--- config.mk ---
export PLATFORM = sky130hd
export DESIGN_NAME = easy_fifo_axis_wr_arbiter
export DESIGN_NICKNAME = d
export VERILOG_FILES = /design/src/rtl/easy_fifo_arb_pkg.sv /design/src/rtl/easy_fifo_rr_picker.sv /design/src/rtl/easy_fifo_axis_wr_arbiter.sv
export SDC_FILE = /design/constraint.sdc
export NUM_CORES = 1
export LEC_CHECK = 0
export CORE_ASPECT_RATIO = 1.75
export CORE_MARGIN = 2
export CORE_UTILIZATION = 29
export DETAILED_ROUTE_END_ITERATION = 10
export PLACE_DENSITY = 0.87
export RECOVER_POWER = 25
export SLEW_MARGIN = 40
export SYNTH_ARGS = -nofsm -noshare
export SYNTH_HDL_FRONTEND = slang
export SYNTH_SLANG_ARGS = --single-unit
--- constraint.sdc ---
create_clock -name wr_clk_int -period 5.6 [get_ports wr_clk_int]
set_input_delay 1.12 -clock wr_clk_int [delete_from_list [all_inputs] [get_ports wr_clk_int]]
set_output_delay 1.12 -clock wr_clk_int [all_outputs]
set_load 0.02 [all_outputs]
--- src/rtl/easy_fifo_arb_pkg.sv ---
// Shared types and the round-robin pick helper for the FIFO write arbiter.
package easy_fifo_arb_pkg;

  typedef enum logic {ARB_IDLE, ARB_LOCKED} arb_state_t;

  // Widest requester vector the pick helper handles.
  localparam int RR_MAX_SRC = 16;

  typedef struct packed {
    logic       found;
    logic [3:0] idx;
  } rr_pick_t;

  // First set bit of req at or after ptr, wrapping modulo n.
  function automatic rr_pick_t rr_pick(input logic [RR_MAX_SRC-1:0] req,
                                       input logic [3:0]            ptr,
                                       input int                    n);
    rr_pick_t res;
    int       j;
    res = '0;
    for (int k = 0; k < RR_MAX_SRC; k++) begin
      j = (int'(ptr) + k) % n;
      if (k < n && !res.found && req[j]) begin
        res.found = 1'b1;
        res.idx   = j[3:0];
      end
    end
    return res;
  endfunction

endpackage

--- src/rtl/easy_fifo_rr_picker.sv ---
// Combinational rotate + priority encoder: first requester at or after the pointer.
module easy_fifo_rr_picker
  import easy_fifo_arb_pkg::*;
#(
  parameter  int N = 4,
  localparam int W = $clog2(N)
)(
  input  logic [N-1:0] i_req,
  input  logic [W-1:0] i_ptr,
  output logic         o_found,
  output logic [W-1:0] o_idx
);

  rr_pick_t w_res;

  assign w_res   = rr_pick(RR_MAX_SRC'(i_req), 4'(i_ptr), N);
  assign o_found = w_res.found;
  assign o_idx   = W'(w_res.idx);

endmodule

--- src/rtl/easy_fifo_axis_wr_arbiter.sv ---
// Round-robin arbiter sharing one FIFO write port between NUM_SRC AXI-stream
// requesters. A grant is held until tlast or until MAX_BURST beats are written.
module easy_fifo_axis_wr_arbiter
  import easy_fifo_arb_pkg::*;
#(
  parameter  int NUM_SRC   = 4,
  parameter  int DWIDTH    = 32,
  parameter  int MAX_BURST = 16,
  localparam int SRC_W     = $clog2(NUM_SRC)
)(
  input  logic                      rst,
  input  logic                      wr_clk_int,
  input  logic [NUM_SRC*DWIDTH-1:0] s_tdata,
  input  logic [NUM_SRC-1:0]        s_tvalid,
  input  logic [NUM_SRC-1:0]        s_tlast,
  output logic [NUM_SRC-1:0]        s_tready,
  output logic [DWIDTH-1:0]         fifo_wr_data,
  output logic [SRC_W-1:0]          fifo_wr_src,
  output logic                      fifo_wr_last,
  output logic                      fifo_wr_en,
  input  logic                      fifo_wr_full,
  output logic                      grant_active,
  output logic [SRC_W-1:0]          grant_idx
);

  // MAX_BURST=0 (unlimited) still needs a legal counter width.
  localparam int CNT_W = (MAX_BURST > 0) ? $clog2(MAX_BURST + 1) : 1;

  arb_state_t       r_state, w_state_nxt;
  logic [SRC_W-1:0] r_rr_ptr, w_rr_ptr_nxt;
  logic [SRC_W-1:0] r_grant_idx, w_grant_nxt;
  logic [SRC_W-1:0] w_pick_idx;
  logic [CNT_W-1:0] r_beat_cnt, w_beat_cnt_nxt;
  logic             w_found, w_locked, w_beat, w_burst_cut, w_release;

  easy_fifo_rr_picker #(.N(NUM_SRC)) u_picker (
    .i_req   (s_tvalid),
    .i_ptr   (r_rr_ptr),
    .o_found (w_found),
    .o_idx   (w_pick_idx)
  );

  assign w_locked    = (r_state == ARB_LOCKED);
  assign w_beat      = w_locked & s_tvalid[r_grant_idx] & ~fifo_wr_full;
  assign w_burst_cut = (MAX_BURST > 0) && (int'(r_beat_cnt) + 1 == MAX_BURST);
  assign w_release   = w_beat & (s_tlast[r_grant_idx] | w_burst_cut);

  // Next-state: arbitrate in IDLE, count beats and release in LOCKED.
  always_comb begin
    w_state_nxt    = r_state;
    w_grant_nxt    = r_grant_idx;
    w_rr_ptr_nxt   = r_rr_ptr;
    w_beat_cnt_nxt = r_beat_cnt;
    case (r_state)
      ARB_IDLE: begin
        if (w_found) begin
          w_state_nxt    = ARB_LOCKED;
          w_grant_nxt    = w_pick_idx;
          w_beat_cnt_nxt = '0;
        end
      end
      ARB_LOCKED: begin
        if (w_beat && r_beat_cnt != '1)
          w_beat_cnt_nxt = r_beat_cnt + 1'b1;
        if (w_release) begin
          w_state_nxt  = ARB_IDLE;
          w_rr_ptr_nxt = (r_grant_idx == SRC_W'(NUM_SRC - 1)) ? '0 : r_grant_idx + 1'b1;
        end
      end
      default: w_state_nxt = ARB_IDLE;
    endcase
  end

  // State, pointer, grant and beat counter registers.
  always_ff @(posedge wr_clk_int or posedge rst) begin
    if (rst) begin
      r_state     <= ARB_IDLE;
      r_rr_ptr    <= '0;
      r_grant_idx <= '0;
      r_beat_cnt  <= '0;
    end else begin
      r_state     <= w_state_nxt;
      r_rr_ptr    <= w_rr_ptr_nxt;
      r_grant_idx <= w_grant_nxt;
      r_beat_cnt  <= w_beat_cnt_nxt;
    end
  end

  // Ready goes only to the granted source and never looks at s_tvalid.
  always_comb begin
    s_tready = '0;
    if (w_locked && !fifo_wr_full)
      s_tready[r_grant_idx] = 1'b1;
  end

  assign fifo_wr_en   = w_beat;
  assign fifo_wr_data = s_tdata[r_grant_idx*DWIDTH +: DWIDTH];
  assign fifo_wr_src  = r_grant_idx;
  assign fifo_wr_last = w_release;
  assign grant_active = w_locked;
  assign grant_idx    = r_grant_idx;

endmodule

==> flow_summary_export.csv <==
group,metric,value,unit
global_routing,grt_util_all_layers,23.62,%
clock_tree,cts_inserted_buffers,3,
placement,dp_hpwl,6089,µm
sta,holdWs,0.5669,ns
logic_synthesis,synth_compound_area_share,8.430,%
global_routing,grt_pass1_wl,10240,µm
die,die_area,0.005837,mm²
logic_synthesis,synthXorXnorAreaFrac,0.5785,%
sta,finClkSkew,0.003142,ns
logic_synthesis,ys_seq_area_share,16.53,%
detailed_routing,ant_nets,0,
worst_setup_path,end_kind,"output port",
status,status,"finished with violations",
clock_tree,clk_pin_slew,0.05,ns
logic_synthesis,yosysUniqueCellTypes,34,
pwr,p_leak,1.283,nW
pwr,power_switching,0.0005235,W
clock_tree,cts_tree,"built",
logic_synthesis,syn_area,0.001514,mm²
logic_synthesis,synthSimpleGateAreaFrac,9.008,%
clock_tree,postCtsHoldBufs,0,
sta,hold_viol,0,
logic_synthesis,synth_top_family_by_area,"multiplexers",
global_routing,grt_overflow,0,
logic_synthesis,ys_ff_latch,10,
detailed_routing,post-route-drc-count,17,
global_routing,grt_max_degree,37,
clock_tree,cts-root-buf,"clkbuf_8",
die,die_y,99.58,µm
global_routing,grt_antenna_before_repair,0,
logic_synthesis,syn_avg_cell_area,13.28,µm²
logic_synthesis,netlist_top_cells_area,"mux4_2 (49%), dfrtp_1 (17%), ha_1 (5.0%)",
worst_setup_path,crit_type,"primary input to output port",
placement,gp_congestion,0.9373,
pwr,intPower,0.0007411,W
sta,setup_violations,0,
logic_synthesis,synth_top_flop_cell,"dfrtp_1",
run,drv_cap,0,
logic_synthesis,synthMuxAreaShare,54.21,%
min_path,min_path_type,"flop to flop",
detailed_routing,firstDrtPassIters,8,
die,io_pins,182,
worst_setup_path,worstPathCellList,"dlygate4sd3_1 -> mux4_2 -> and2_4 -> o21a_4 -> clkdlybuf4s50_1",
pwr,p_per_area,373.0,mW/mm²
logic_synthesis,synth_edf_count,0,
logic_synthesis,syn_inst,114,
detailed_routing,routed_wl,6970,µm
logic_synthesis,syn_nets,259,
worst_setup_path,crit_slowest_cell,"dlygate4sd3_1",
sta,drv_slew,0,
status,violations,"DRC",
die,core,0.005020,mm²
sta,max_freq,236.3,MHz
pwr,swShare,41.40,%
cells_and_area,fin_nets,436,
detailed_routing,routedWlPerCell,20.26,µm
pwr,comb_power_share,78.0,%
detailed_routing,routed_via_density,5.285,
die,start_util,30.16,%
worst_setup_path,start_kind,"primary input",
detailed_routing,vias,1818,
worst_setup_path,crit_family,"buffers and inverters",
die,fp.dieW,58.62,µm
sta,tns,0,ns
worst_setup_path,crit_arrival,3.11,ns
sta,period_minus_slack,4.232,ns
logic_synthesis,synth_async_sr_flop_share,100.0,%
logic_synthesis,synth.top_cell.area_share,49.09,%
detailed_routing,drtIter0Drc,63,
logic_synthesis,synthTopCellsByCount,"mux4_2 (33), dfrtp_1 (10), inv_1 (7)",
logic_synthesis,synthAdderAreaFrac,4.959,%
clock_tree,post_cts_buffers,0,
sta,fin_crit_sh,75.58,%
clock_tree,clk_latency,0.24,ns
clock_tree,cts.sink_count,10,
cells_and_area,area_delta_synth_final,124.0,%
logic_synthesis,synth_most_common_cell,"mux4_2",
sta,slew_headroom,20.10,%
sta,worst_slew_pin_slew,1.183,ns
worst_setup_path,crit_fanout,6,
clock_tree,cts_resized,0,
worst_setup_path,crit_required,4.48,ns
clock_tree,htree_levels,1,
cells_and_area,drive_gt1_share,16.21,%
pwr,clkPwrFrac,7.3,%
worst_setup_path,slowest_delay,0.62,ns
die,rows,34,
pwr,ir_worst_vdd,593.0,µV
logic_synthesis,ys_warn_count,0,
worst_setup_path,worst-path-buf-inv,2,
cells_and_area,antenna_cells,0,
placement,portBuffers,181,
clock_tree,cts_buffer_depth,2,
logic_synthesis,yosysTopAreaCell,"mux4_2",
pwr,p_seq_share,14.7,%
global_routing,grt_pass1_vias,1950,
sta,grt_setup_unrepaired,"no",
## layout make-up
class | instances | area (µm²)
Clock buffer | 4 | 55.05
Fill cell | 393 | 1629
Inverter | 7 | 26.28
Multi-Input combinational cell | 86 | 1161
Sequential cell | 10 | 254.0
Tap cell | 54 | 67.56
Timing Repair Buffer | 183 | 1827
## flip-flops by register name, indices dropped and copies added (netlist names)
signal	flops
fifo_wr_src	2
grant_active	1
r_beat_cnt	5
r_rr_ptr	2
## through the flow
step	instances	util [%]	total power, W	instance area [µm²]	setup slack, ns
after floorplan	114	-	0.0007740	1514	2.558
after CTS	344	67.65	0.001280	3396	1.472
after global routing	344	67.55	0.001340	3391	1.327
after detailed placement	340	66.55	0.001185	3341	1.476
final	344	67.55	0.001265	3391	1.368
after global placement	340	66.55	0.001169	3341	1.524
## tightest hold or removal path: cells and delay by family, from the launching register on
family	cells	cell delay, ns
flip-flops	1	0.39
AND/OR/NAND/NOR	1	0.06
AO/OA/AOI/OAI	1	0.07
## layer usage
metal	GRT usage, %	vias to the layer above	share of wire (%)
met5	0	-	0
met4	6.643	0	1.6
met3	8.583	9	14
met2	41.14	121	51
met1	26.52	868	33
li1	-	820	-
## power by group through the flow
stage / combinational [W] / sequential (W) / clock [W]
final: 0.000987 / 0.000186 / 0.0000921
after global routing: 0.00104 / 0.000201 / 0.0000973
after CTS: 0.000999 / 0.000187 / 0.0000934
after detailed placement: 0.000997 / 0.000188 / 0
after global placement: 0.000983 / 0.000186 / 0
after floorplan: 0.000633 / 0.000141 / 0
## cells by family after synthesis
family                     after synthesis
xor gates and xnor gates                 1
AOI/OAI and AO/OA                       17
and+or+nand+nor                         24
buffers and inverters                   18
muxes                                   38
DFF                                     10
adders and majority gates                6
## path summary, 6_finish.rpt
| kind | startpoint | to | slack (ns) | cells after the start |
|---|---|---|---|---|
| max reg2reg | r_beat_cnt[0] | r_beat_cnt[2] | 3.50 | 7 |
| min reg2reg | r_beat_cnt[4] | r_beat_cnt[4] | 0.57 | 2 |
| max | s_tvalid[0] | fifo_wr_last | 1.37 | 5 |
| max in group asynchronous | rst | fifo_wr_src[0] | 3.97 | 2 |
| min in group asynchronous | rst | r_beat_cnt[2] | 1.31 | 2 |
| min | r_beat_cnt[4] | r_beat_cnt[4] | 0.57 | 2 |
## cells in the final DEF, fill, tap and decap left out, types with 3 or more instances in the layout
| master | count |
|---|---|
| dfrtp_1 | 9 |
| and2_1 | 4 |
| clkdlybuf4s50_1 | 177 |
| inv_1 | 7 |
| mux4_2 | 33 |
| clkbuf_8 | 4 |
| nand2_1 | 6 |
| ha_1 | 6 |
| o21ai_0 | 6 |
| dlygate4sd3_1 | 4 |
| a21oi_1 | 3 |
| nand3_1 | 4 |
Note: power is estimated with default switching activity, not from simulation.
==> edit 1, RTL diff (same settings) <==
The parameter `MAX_BURST` goes from 16 to 8.
--- a/src/rtl/easy_fifo_axis_wr_arbiter.sv
+++ b/src/rtl/easy_fifo_axis_wr_arbiter.sv
@@ -5,7 +5,7 @@
 #(
   parameter  int NUM_SRC   = 4,
   parameter  int DWIDTH    = 32,
-  parameter  int MAX_BURST = 16,
+  parameter  int MAX_BURST = 8,
   localparam int SRC_W     = $clog2(NUM_SRC)
 )(
   input  logic                      rst,
Function: same outputs for any inputs over 4 cycles, from zero or initial values and one cycle with rst high; that may be too few to reach the edited logic, so the function may still have changed.
==> edit 1 against the unedited design <==
Clock skew shrank 0.0024 ns. Setup slack lost 0.055 ns. Highest routed layer unchanged. Synthesized area shrank 5.6%. Sequential cell count shrank 1. Wire length grew 1.4%. Cell area shrank 2.6%. Largest cell class unchanged. Clock power shrank 20%. Total power shrank 5.6%. Sequential share of layout area shrank 0.63 points. Worst hold slack lost 0.0087 ns.
==> edit 1: results (changes against the unedited design) <==
- Status: complete, no violations
- Initial drt markers: 53 (-16%)
- Worst-Skew Late Latency: 0.23 ns
- Post-Synthesis Cells: 108 (-5.3%)
- Num CTS Buffers: 3 (unchanged)
- Post-CTS resize count: 0 (unchanged)
- Reg2reg start: fifo_wr_src[1]$_DFFE_PP0P_
- Pin count of the biggest net entering global routing: 25 (-32%)
- Max FO, Critical Path: 8 (+2)
- First-pass GRT wire length: 10,600 um (+3.8%)
- R2r setup slk: 3.20 ns (-0.30 ns)
- Seq/Total Area, Yosys: 15.8% (-0.77 points)
- Clock Power Share: 6.2% (-1.1 points)
- Vias in the first global route: 1,968 (+0.92%)
- Vias: 1,840 (+1.2%)
- Max Buffers Root-to-Sink: 2 (unchanged)
- Int Pwr: 0.691 mW (-6.8%)
- FF-to-FF path depth: 5 (-2)
- Post-synthesis compound-gate area fraction: 8.58% (+0.15 points)
- Synth Area in Adders: 4.38% (-0.58 points)
- Synth top cells by count: mux4_2, dfrtp_1, inv_1
- CP Launch Point: s_tvalid[1]
- Fraction of layout cells with a size suffix above 1: 14.8% (-1.4 points)
- Syn_nets: 252 (-2.7%)
- Largest register FFs: 4 (-1)
- Slew HR: 56.1% (+36 points)
- Top area cells in the synthesized netlist: mux4_2, dfrtp_1, ha_1, and2_1, inv_1
- First-pass detailed-route iteration total: 4 (-4)
- R2R Path End: r_rr_ptr[1]$_DFFE_PP0P_
- GPL Wtd Cong: 0.840 (-10%)
- Sequential fraction of design power: 14.0% (-0.7 points)
- Post-synth cell types: 33 (-2.9%)
- Gr usage total: 25.7% (+2.1 points)
- WHS Endpoint: r_beat_cnt[3]$_DFFE_PP0P_
- Mux contribution to synthesized area: 56.0% (+1.8 points)
- Final core utilization: 70.2% (+2.6 points)
- Area after DPL: 0.00326 mm^2 (-2.4%)
- Power per Cell Area: 362 mW/mm^2 (-3.1%)
- Synth Area in XOR/XNOR: 0% (-0.58 points)
- Leak: 1.23 nW (-4.1%)
- Final HPWL DP: 6270 um (+3.0%)
- Worst hold stages: 1 (-1)
- Clock Skews: 0.000712 ns (-0.00243 ns)
- Fill count: 370 (-5.9%)
- Post-CTS Setup Repair Bufs: 0 (unchanged)
- Hold Startpoint: r_beat_cnt[3]$_DFFE_PP0P_
- DP Worst Slack: 1.47 ns (-0.00509 ns)
- Post-route insts no fill: 336 (-2.3%)
- Inst Count DP: 332 (-2.4%)
- WP data arrival: 3.17 ns (+0.06 ns)
- Hold WS: 0.558 ns (-0.00865 ns)
- Setup ws final: 1.31 ns (-0.0553 ns)
- Nets: 429 (-1.6%)
- Peak VDD IR: 0.257 mV (-57%)
- Total Routed Length: 7070 um (+1.4%)
edit 1: changes by cell type after synthesis, moves of 2 or more:
| cell | before | now |
|---|---|---|
| nand3_1 | 4 | 2 |
| o21ai_0 | 6 | 2 |
| and2_4 | 2 | 0 |
| o22ai_1 | 0 | 2 |
| o31ai_1 | 0 | 2 |
| a21oi_1 | 3 | 1 |
edit 1: routing by layer:
layer | routed length (um) | vias to the layer above | global-route usage, %
li1 | - | 805 | -
met1 | 2260 | 868 | 25.7
met2 | 3600 | 147 | 45.3
met3 | 922 | 20 | 10.8
met4 | 295 | 0 | 10.4
met5 | 0 | - | 0
edit 1: critical path: cells and delay by family:
| family | cells | cell delay, ns |
|---|---|---|
| buf+inv | 2 | 1.16 |
| mux | 1 | 0.52 |
| simple gates | 2 | 0.36 |
edit 1: area by class of cell:
type | count | area share [%]
repair buffers | 183 | 55.3
multi-input cells | 80 | 33.6
flip-flops and latches | 9 | 6.86
well taps | 52 | 1.97
clock buffers | 4 | 1.36
inverters | 8 | 0.909
==> edit 2, RTL diff (same flow settings) <==
Made on the original files. Reset style: synchronous (`rst`), changed in one clocked block.
--- a/src/rtl/easy_fifo_axis_wr_arbiter.sv
+++ b/src/rtl/easy_fifo_axis_wr_arbiter.sv
@@ -72,7 +72,7 @@
   end
 
   // State, pointer, grant and beat counter registers.
-  always_ff @(posedge wr_clk_int or posedge rst) begin
+  always_ff @(posedge wr_clk_int) begin
     if (rst) begin
       r_state     <= ARB_IDLE;
       r_rr_ptr    <= '0;
Behaviour: differs if rst is asserted again (counterexample within 4 cycles, from zero or initial values and one cycle with rst high); with rst held inactive, the same outputs for 4 cycles.
==> edit 2 against the unedited design <==
Setup slack worse by 0.095 ns. Cell area fell by 0.85%. Synthesized cell count up 9.6%. Clock skew increased by 0.0085 ns. Synthesized area shrank 1.1%. Non-clock buffer count is 1 lower. Wire length grew 1.7%. Highest routed layer unchanged. Sequential cell count unchanged. Global-route usage rose by 0.58 points. The run ends with capacitance limit, slew limit left.
Power is not compared: it rests on default switching activity, and its combinational part moved more than twofold at a synthesized area within 25%.
==> edit 2: results (changes against the unedited design) <==
- Area after DPL: 0.00333 mm^2 (-0.37%)
- Seq/Total Area, Yosys: 13.4% (-3.2 points)
- FF-to-FF path depth: 4 (-3)
- Fmax achieved: 0.231 GHz (-2.2%)
- Non-clk buf share: 54.1% (+0.24 points)
- Met2 Track Usage GR: 43.4% (+2.2 points)
- Post-synthesis compound-gate area fraction: 8.27% (-0.16 points)
- Grt met1 use: 23.0% (-3.5 points)
- Seq area share: 5.95% (-1.5 points)
- Ys async rst share: 0% (-100 points)
- First-pass GRT wire length: 10,400 um (+1.2%)
- GPL Wtd Cong: 0.873 (-6.9%)
- Synth Area in XOR/XNOR: 0% (-0.58 points)
- Multi-input combinational area share: 36.2% (+2.0 points)
- Post-synth cell types: 36 (+5.9%)
- Max-cap viol count: 1 (+1)
- DP Worst Slack: 1.44 ns (-0.0335 ns)
- Max incr delay on CP: 1.44 ns (+0.82 ns)
- Fill count: 387 (-1.5%)
- Vias/cell: 5.41 (+2.4%)
- Clock Skews: 0.0116 ns (+0.00846 ns)
- Final HPWL DP: 6240 um (+2.4%)
- First-pass detailed-route iteration total: 4 (-4)
- Nonclk buf count: 182 (-0.55%)
- Grt met3 use: 9.84% (+1.3 points)
- Startpoint Class: flop
- Fraction of layout cells with a size suffix above 1: 13.0% (-3.2 points)
- Pin count of the biggest net entering global routing: 41 (+11%)
- Largest delay contributor family on the critical path: flip-flops
- R2R Path End: r_rr_ptr[0]$_SDFFE_PP0P_
- Status: finished, violations left
- Pins over their slew limit: 41 (+41)
- WL met1: 2150 um (-7.0%)
- Non-clock inverters: 3 (-4)
- Nets: 446 (+2.3%)
- Violated checks: capacitance limit, slew limit
- Core Area: 0.00498 mm^2 (-0.85%)
- Post-route insts no fill: 354 (+2.9%)
- Hold WS: 0.526 ns (-0.0408 ns)
- Worst-margin pin slew: 1.67 ns (+0.483 ns)
- Post-Synthesis Cells: 125 (+9.6%)
- Max FO, Critical Path: 40 (+34)
edit 2: cell count changes after synthesis, moves of 2 or more:
cell,before,now
and3_1,1,3
o21ai_0,6,2
nand2b_1,0,3
nor2_1,2,6
dfxtp_1,0,10
a21oi_1,3,5
inv_1,7,3
dfrtp_1,10,0
nor2b_1,2,7
a31oi_1,0,3
edit 2: logic make-up after synthesis:
logic type      count (synthesis)
flops                          10
buf+inv                        14
simple gates                   40
compound gates                 18
mux                            37
fa+ha+maj                       6
edit 2: power groups by stage:
| stage | clock network (mW) | registers, mW | logic (mW) |
|---|---|---|---|
| 2_1_floorplan | 0 | 0.0837 | 0.150 |
| 3_3_place_gp | 0 | 0.0913 | 0.314 |
| 3_5_place_dp | 0 | 0.0912 | 0.320 |
| 4_1_cts | 0.0787 | 0.0900 | 0.321 |
| 5_1_grt | 0.0828 | 0.0911 | 0.335 |
| 6_report | 0.0806 | 0.0895 | 0.318 |
